--- config.mk ---
export PLATFORM = sky130hd
export DESIGN_NAME = sync_fifo_gen
export DESIGN_NICKNAME = d
export VERILOG_FILES = /design/src/rtl/sync_fifo_gen.sv
export SDC_FILE = /design/constraint.sdc
export NUM_CORES = 1
export LEC_CHECK = 0
export CAP_MARGIN = 10
export CORE_MARGIN = 1
export CORE_UTILIZATION = 40
export DETAILED_ROUTE_END_ITERATION = 6
export SYNTH_ARGS = -nofsm -noshare
export SYNTH_HDL_FRONTEND = slang
export SYNTH_SLANG_ARGS = --single-unit
--- constraint.sdc ---
create_clock -name clk -period 2.6 [get_ports clk]
set_input_delay 0.52 -clock clk [delete_from_list [all_inputs] [get_ports clk]]
set_output_delay 0.52 -clock clk [all_outputs]
set_load 0.05 [all_outputs]
--- src/rtl/sync_fifo_gen.sv ---
// Parametrised single-clock FIFO for any depth >= 2, including non-power-of-2 depths.
// Provides an occupancy count, registered write/overflow/underflow status and an optional FWFT read port.
module sync_fifo_gen #(
    parameter int FIFO_WIDTH = 16,
    parameter int FIFO_DEPTH = 8,
    parameter int AF_LEVEL   = FIFO_DEPTH - 1,
    parameter int AE_LEVEL   = 1,
    parameter int FWFT       = 0,
    localparam int CW        = $clog2(FIFO_DEPTH + 1)
) (
    input  logic                  clk,
    input  logic                  rst,
    input  logic [FIFO_WIDTH-1:0] data_in,
    input  logic                  wr_en,
    input  logic                  rd_en,
    output logic [FIFO_WIDTH-1:0] data_out,
    output logic [CW-1:0]         count,
    output logic                  wr_ack,
    output logic                  overflow,
    output logic                  underflow,
    output logic                  full,
    output logic                  empty,
    output logic                  almostfull,
    output logic                  almostempty
);
    localparam int PW = (FIFO_DEPTH > 1) ? $clog2(FIFO_DEPTH) : 1;

    generate
        if (!(FIFO_WIDTH >= 1 && FIFO_DEPTH >= 2 && AE_LEVEL >= 1 &&
              AE_LEVEL < AF_LEVEL && AF_LEVEL <= FIFO_DEPTH - 1)) begin : g_param_err
            $error("sync_fifo_gen: illegal FIFO_WIDTH/FIFO_DEPTH/AE_LEVEL/AF_LEVEL combination");
        end
    endgenerate

    logic [FIFO_WIDTH-1:0] mem [FIFO_DEPTH];

    logic [PW-1:0] wr_ptr_q, wr_ptr_d;
    logic [PW-1:0] rd_ptr_q, rd_ptr_d;
    logic [CW-1:0] count_q, count_d;
    logic          wr_ack_q, wr_ack_d;
    logic          overflow_q, overflow_d;
    logic          underflow_q, underflow_d;
    logic          wr_accept, rd_accept;

    // All flags decode the registered count, so no input reaches an output combinationally.
    assign full        = (count_q == CW'(FIFO_DEPTH));
    assign empty       = (count_q == '0);
    assign almostfull  = (count_q >= CW'(AF_LEVEL)) && (count_q < CW'(FIFO_DEPTH));
    assign almostempty = (count_q != '0) && (count_q <= CW'(AE_LEVEL));

    assign count     = count_q;
    assign wr_ack    = wr_ack_q;
    assign overflow  = overflow_q;
    assign underflow = underflow_q;

    always_comb begin
        // A write into a full FIFO is allowed when the same edge pops a word.
        wr_accept = wr_en && (!full || rd_en);
        rd_accept = rd_en && !empty;

        wr_ptr_d = wr_ptr_q;
        if (wr_accept) begin
            wr_ptr_d = (wr_ptr_q == PW'(FIFO_DEPTH - 1)) ? '0 : wr_ptr_q + PW'(1);
        end

        rd_ptr_d = rd_ptr_q;
        if (rd_accept) begin
            rd_ptr_d = (rd_ptr_q == PW'(FIFO_DEPTH - 1)) ? '0 : rd_ptr_q + PW'(1);
        end

        count_d = count_q;
        if (wr_accept && !rd_accept) begin
            count_d = count_q + CW'(1);
        end else if (rd_accept && !wr_accept) begin
            count_d = count_q - CW'(1);
        end

        wr_ack_d    = wr_accept;
        overflow_d  = wr_en && !wr_accept;
        underflow_d = rd_en && !rd_accept;
    end

    always_ff @(posedge clk) begin
        if (rst) begin
            wr_ptr_q    <= '0;
            rd_ptr_q    <= '0;
            count_q     <= '0;
            wr_ack_q    <= 1'b0;
            overflow_q  <= 1'b0;
            underflow_q <= 1'b0;
        end else begin
            wr_ptr_q    <= wr_ptr_d;
            rd_ptr_q    <= rd_ptr_d;
            count_q     <= count_d;
            wr_ack_q    <= wr_ack_d;
            overflow_q  <= overflow_d;
            underflow_q <= underflow_d;
        end
    end

    // Storage is never cleared; reset only rewinds the pointers.
    always_ff @(posedge clk) begin
        if (!rst && wr_accept) begin
            mem[wr_ptr_q] <= data_in;
        end
    end

    generate
        if (FWFT != 0) begin : g_fwft
            assign data_out = mem[rd_ptr_q];
        end else begin : g_reg_read
            logic [FIFO_WIDTH-1:0] dout_q, dout_d;

            always_comb begin
                dout_d = dout_q;
                if (rd_accept) begin
                    dout_d = mem[rd_ptr_q];
                end
            end

            always_ff @(posedge clk) begin
                if (rst) begin
                    dout_q <= '0;
                end else begin
                    dout_q <= dout_d;
                end
            end

            assign data_out = dout_q;
        end
    endgenerate

endmodule
======== Yosys cells after proc, flatten, opt, wreduce, memory -nomap -nowiden ========
Memory sizes are Yosys's and may differ from the RTL's. A register that Yosys moved wholly into a read port is not among the register bits.
Index checks and enable logic that the tools add are counted.
storage, ports and cells
  bits in writable memories ............... 128
  word-level logic and storage cells ...... 41
  memories kept ........................... 1
  bits in registers ....................... 13
  output and inout port bits .............. 27
  input port bits ......................... 20
memories
  memory  depth  bits a word  rd ports  clocked after Yosys merged registers in  wr ports  RTL line  text
  mem     8      16           1         1                                        1         35        logic [FIFO_WIDTH-1:0] mem [FIFO_DEPTH];
cells by class
  multiplexer cells ....................... 6
  reductions and logical operators ........ 18
  eq/ne operators ......................... 3
  order comparisons ....................... 3
  add/subtract/negate cells ............... 4
operator list
  kind                                                                                 count
  1-bit logical AND                                                                    9
  4-bit two-way mux                                                                    2
  3-bit by 1-bit adder with 3-bit output, second input constant                        2
  3-bit equality test, second input constant                                           2
  3-bit two-way mux                                                                    2
  1-bit zero test                                                                      5
  4-bit by 1-bit adder with 4-bit output, second input constant                        1
  4-bit equality test, second input constant                                           1
  4-bit by 3-bit greater-or-equal comparator with 1-bit output, second input constant  1
  4-bit by 1-bit <= comparator with 1-bit output, second input constant                1
  4-bit zero test                                                                      1
  4-bit less-than comparator, second input constant                                    1
  4-bit nonzero test                                                                   1
  4-bit by 1-bit subtractor with 4-bit output, second input constant                   1
  1-bit two-way mux                                                                    2
  2-bit nonzero test                                                                   1
  1-bit logical OR                                                                     1

======== Depth between registers and ports, before layout ========
Gate-level depths: netlist (run 1).
  word-level depth ........................ 8
  depth in mapped cells ................... 10
  depth with buffers taken out ............ 10

======== Least setup slack after synthesis (run 1) ========
Ideal clock, no wire load.
  kind .................................... flip-flop to flip-flop
  start point ............................. reg count_q[0], in the netlist count[0]
  end point ............................... mem mem[1][0], enable pin
  data required time ...................... 2.191 ns
  stages on the path, launching flop included .. 7
  clock period less this slack ............ 3.275 ns
  setup time .............................. 0.409 ns
  path buffers ............................ 0
  arrival ................................. 2.866 ns
  path slack .............................. -0.675 ns
  path through ............................ dfxtp_1 -> inv_1 -> ha_1 -> nand3b_1 -> o21ai_2 -> or3b_1 -> nor3_1
on the way
  cells in the longest elaborated chain, start to end .. 7
ends and longest elaborated chain
  item                                     RTL line  text
  start, declared                          39        logic [CW-1:0] count_q, count_d;
  start signal, assigned                   94        count_q <= count_d;
  4-bit equality test                      46        assign full = (count_q == CW'(FIFO_DEPTH));
  1-bit zero test                          58        wr_accept = wr_en && (!full || rd_en);
  1-bit logical OR                         58
  1-bit logical AND                        58
  1-bit logical AND                        103       if (!rst && wr_accept) begin
  1-bit two-way mux                        103
  1-bit two-way mux (implied by the code)  104       mem[wr_ptr_q] <= data_in;
  end, declared                            35
Every way passes these cells.

======== Final worst setup path (run 1) ========
  start point ............................. reg count_q[0], in the netlist count[0]
  end point ............................... out full
on the way
  cells in the longest elaborated chain, start to end .. 1
ends and longest elaborated chain
  item                 RTL line  text
  4-bit equality test  46
  end, declared        21        output logic full,
Every way passes these cells.

==> flow_summary.toml, run 1 <==
[outcome]
status = "finished with violations"
violations = "design-rule violations"

[finish]
post-route-cell-area_um2 = 7520
drive_gt1_share_pct = 14.7
multi_input_area_um2 = 1540
seqCellArea_um2 = 4430
layout.nets = 463
layout_common_cells = "128 x edfxtp_1, 67 x mux2i_1, 42 x clkdlybuf4s50_1"
antennaDiodeCount = 0
area_delta_synth_final_pct = 23.8
fillers = 1204
layout_commonest_cell = "edfxtp_1"

[timing]
holdWs_ns = 0.469
finalHoldViolations = 0
worstMarginPinSlew_ns = 0.761
max_slew_margin_pct = 49.3
fmax_mhz = 416
setup_viol = 0
skew_ns = 0.00994
finalCriticalPeriod_ns = 2.41
rsz0062_at_grt = "no"
maxSlewViolCount = 0
post-route-period-util_pct = 92.5
tns_ns = 0

[setup_path]
rrSetupSlack_ns = 0.32
r2r_cells = 9
cp-start-kind = "register"
crit_required_ns = 2.08
path_class = "reg2out"
path_max_fanout = 7
worst_setup_path_end_kind = "primary output"
critical_path_arrival_ns = 1.89

[detailed_routing]
viasPerCell = 5.29
drc = 6
highest_layer = "met4"
met2_length_um = 5840
drtAntennaViolNets = 0
vias = 3346
avgRoutedWirePerCell_um = 18.6
wl_um = 11800
drtIter0Drc = 280
wl_met3_um = 569
firstDrtPassIters = 7
m1WireLength_um = 5260

[global_routing]
grt_max_degree = 35
grt_use_total_pct = 16.1
grt_pass1_wl_um = 18500
first_global_vias = 3337
antenna_found_initial = 0
grt_overflow = 0

[power]
p_leak_nw = 2.52
power.density_nw_per_um2 = 996
report.power.total_mw = 7.49
ir_drop_mv = 0.468

[clocking]
cts_buffers = 17
cts_tree = "yes"
clk_pin_slew_ns = 0.06
clockBufferDepth = 2
htreeDepth = 4
clock_latency_ns = 0.42
cts.sinks = 157
cts-root-buf = "clkbuf_16"

[yosys]
syn_nets = 394
synth_edf_count = 128
yosysWarningCount = 0
yosys_register_bits = 157
syn_inst = 366
synth_ff_type = "edfxtp_1"
syn-cell-area_um2 = 6070
ys_async_sr_fraction_pct = 0
seq_area_frac_synth_pct = 72.8
synthDistinctLibCells = 36
syn_avg_cell_area_um2 = 16.6

[floorplanning]
die_w_um = 125
io_pins = 47
fp-row-count = 44
core_region_area_um2 = 14700
design.die.area_um2 = 15700
die_height_um = 125
start_util_pct = 41.3

[worst_hold_path]
hold_path.class = "reg2reg"
hold_depth = 1

[place]
place_area_um2 = 6920
gp_congestion = 0.721
portBuffers = 46
hpwlAfterDp_um = 7450

[job]
max-cap-violations = 0
## Yosys cell counts (all sizes together) (6+ instances only)
cell type  count  area (um2)
a22oi         32         240
clkbuf         6        23.8
nor2          16        62.6
dfxtp         29         581
a32o          15         150
ha             8         100
nand2          8        30.0
buf           14        93.8
mux2i         67         671
edfxtp       128        3840
a21oi          8        51.3
## cell type report
| class | instances | area share, % |
|---|---|---|
| Clock inverter | 15 | 2.23 |
| Timing Repair Buffer | 70 | 9.47 |
| Sequential cell | 157 | 58.9 |
| Clock buffer | 17 | 5.66 |
| Tap cell | 184 | 3.06 |
| Inverter | 5 | 0.250 |
| Multi-Input combinational cell | 184 | 20.4 |
## layer usage
metal | GRT usage (%) | vias up
met2 | 26.2 | 90
met1 | 20.5 | 1668
met5 | 0 | -
met3 | 4.41 | 9
met4 | 5.95 | 0
li1 | - | 1579
## sequential cells by signal, summed over array words and instances (netlist names)
name / cells
mem: 128
rd_ptr_q: 3
overflow: 1
count: 4
data_out: 16
wr_ack: 1
wr_ptr_q: 3
underflow: 1
## worst max-delay path, stage by stage, from the launching register on
cell and delay [ns]:
dfxtp_1 0.38, inv_1 0.08, ha_1 0.21, nand3b_1 0.18
inv_1 0.08, dlygate4sd2_1 0.52
## metrics by stage
stage	worst slack [ns]	instances	utilization [%]
floorplan	-0.287	366	-
global placement	0.233	600	47.1
detailed placement	0.206	600	47.1
global route	0.0761	632	51.1
finish	0.195	632	51.1
CTS	0.0143	632	51.1
## cells by family (layout without fill, tap and decap cells)
group           Yosys count  in the layout  share of synthesized area (%)
mux                      67             67                           11.0
fa+ha+maj                 8              8                           1.65
buf+inv                  25            107                           2.25
flops                   157            157                           72.8
compound gates           58             58                           7.66
simple gates             48             48                           4.12
xor+xnor                  3              3                          0.433
## worst paths after layout
| kind | from | endpoint |
|---|---|---|
| min reg2reg | data_out[2] | data_out[2] |
| max reg2reg | count[0] | count[3] |
| min | data_out[2] | data_out[2] |
| max | count[0] | full |
## where the power goes
part | internal [mW] | switching [mW] | leakage [nW]
combinational | 0.815 | 1.12 | 0.836
clock | 1.37 | 1.08 | 0.287
sequential | 2.88 | 0.214 | 1.39
## repair_timing
item                       4_1_cts  5_1_grt
hold buffers                     0        0
setup buffers                    0        0
pin swaps                        0        0
setup endpoints to repair        1        1
resized for setup                1        1
(Power assumes the default switching activity.)
==> inputs of run 2 (changes only) <==
--- a/config.mk
+++ b/config.mk
@@ -12,3 +12,4 @@
 export SYNTH_ARGS = -nofsm -noshare
 export SYNTH_HDL_FRONTEND = slang
 export SYNTH_SLANG_ARGS = --single-unit
+export TNS_END_PERCENT = 20
==> run 2 against run 1 <==
  * First-iteration DRC count down 25%
  * Design area down 1.0%
  * Clock skew down 0.0049 ns
  * Power down 4.0%
  * Core utilization down 0.53 points
  * Final cell count down 0.16%
  * Clock-buffer cell count up 6
  * The flow still finishes with violations (design-rule violations)
  * Highest routed layer unchanged
  * Critical path type unchanged
  * Clock power down 11%
  * Largest power group unchanged
  * Non-clock buffer count down 1
  * Critical path depth up 1
==> flow_summary.toml, run 2 (synthesis results as in run 1) <==
[timing]
skew_ns = 0.00501
worstMarginPinSlew_ns = 0.721
rsz0062_at_grt = "no"
finalCriticalPeriod_ns = 2.38
fmax_mhz = 419
maxSlewViolCount = 0
finalHoldViolations = 0
post-route-period-util_pct = 91.7
max_slew_margin_pct = 51.9
setup_viol = 0

[setup_path]
cp-start-kind = "register"
path_class = "reg2out"
critPathMaxStageDelay_ns = 0.38
path_cells = "inv_1 > ha_1 > or3b_1 > buf_4 > inv_2 > buf_12"
critical_path_arrival_ns = 1.86
worst_setup_path_end_kind = "primary output"
path_max_fanout = 7
cp_slowest_cell = "or3b_1"
crit_required_ns = 2.08

[finish]
largest_register_ffs = 128
layout_common_cells = "128 x edfxtp_1, 67 x mux2i_1, 42 x clkdlybuf4s50_1"
layout.nets = 462
post-route-cell-area_um2 = 7440
regMostFlops = "mem"
area_delta_synth_final_pct = 22.5
layout_commonest_cell = "edfxtp_1"
finalCoreUtilization_pct = 50.6
antennaDiodeCount = 0
drive_gt1_share_pct = 13.9

[global_routing]
grt.busiest_layer = "met2"
grt_overflow = 0
grt_max_degree = 45
use_met1_pct = 20.9
antenna_found_initial = 0
grt_pass1_wl_um = 18300
gr-usage-met2_pct = 25.5
grt_use_total_pct = 16.0
grt_use_met3_pct = 3.68
first_global_vias = 3315

[floorplanning]
design.die.area_um2 = 15700
die_w_um = 125
io_pins = 47
start_util_pct = 41.3
core_region_area_um2 = 14700
fp-row-count = 44
die_height_um = 125

[outcome]
violations = "design-rule violations"
status = "finished with violations"

[detailed_routing]
avgRoutedWirePerCell_um = 18.6
wl_um = 11700
drtIter0Drc = 211
drtAntennaViolNets = 0
drc = 2
viasPerCell = 5.19
vias = 3277
firstDrtPassIters = 7

[power]
p_leak_nw = 2.47
power.density_nw_per_um2 = 967
report.power.total_mw = 7.19
ir_drop_mv = 0.508

[job]
max-cap-violations = 0

[clocking]
clock_latency_ns = 0.42
postCtsHoldBufs = 0
htreeDepth = 4
cts_buffers = 17
cts_resized = 0
cts-root-buf = "clkbuf_16"
clk_pin_slew_ns = 0.06
clockBufferDepth = 2
cts.sinks = 157
cts_setup_buffers = 0
cts_tree = "yes"

[worst_hold_path]
hold_path.class = "reg2reg"

[place]
hpwlAfterDp_um = 7480
place_area_um2 = 6910
portBuffers = 46
gp_congestion = 0.728
[run 2: critical path, delay by kind of cell, from the launching register on]
kind / cells / cell delay (ns)
AND/OR/NAND/NOR: 1 / 0.38
flip-flops: 1 / 0.37
buffers and inverters: 4 / 0.46
adder cells (fa/ha/maj): 1 / 0.21
[run 2: through the flow]
step	cells	hold slack [ns]	setup slack (ns)	setup TNS, ns
after global placement	599	0.452	0.218	0
final	631	0.471	0.216	0
after global routing	631	0.494	0.0948	0
after floorplan	366	0.465	-0.398	-20.17
after detailed placement	599	0.458	0.203	0
after CTS	631	0.475	0.0225	0
[run 2: layout make-up]
class | instances | area [um2]
clock buffers | 23 | 458
inverters | 5 | 18.8
well taps | 184 | 230
fillers | 1192 | 7260
repair buffers | 69 | 703
clock inverters | 9 | 66.3
flip-flops and latches | 157 | 4430
multi-input cells | 184 | 1540
[run 2: layer usage]
metal  wire length [um]  up-vias
met5                  0        -
met4                202        0
met3                358       16
met2               5660       52
met1               5520     1634
li1                   -     1575
[run 2: final timing paths]
| check | start | depth (start not counted) | to | slack (ns) |
|---|---|---|---|---|
| setup / recovery | count[0] | 6 | empty | 0.22 |
| hold / removal | data_out[6] | 1 | data_out[6] | 0.47 |
| setup reg to reg | count[0] | 10 | count[3] | 0.37 |
| hold reg to reg | data_out[6] | 1 | data_out[6] | 0.47 |
[run 2: power breakdown]
| group | internal, mW | switching [mW] | leakage (nW) |
|---|---|---|---|
| clock | 1.24 | 0.937 | 0.243 |
| sequential | 2.89 | 0.183 | 1.39 |
| combinational | 0.805 | 1.14 | 0.828 |
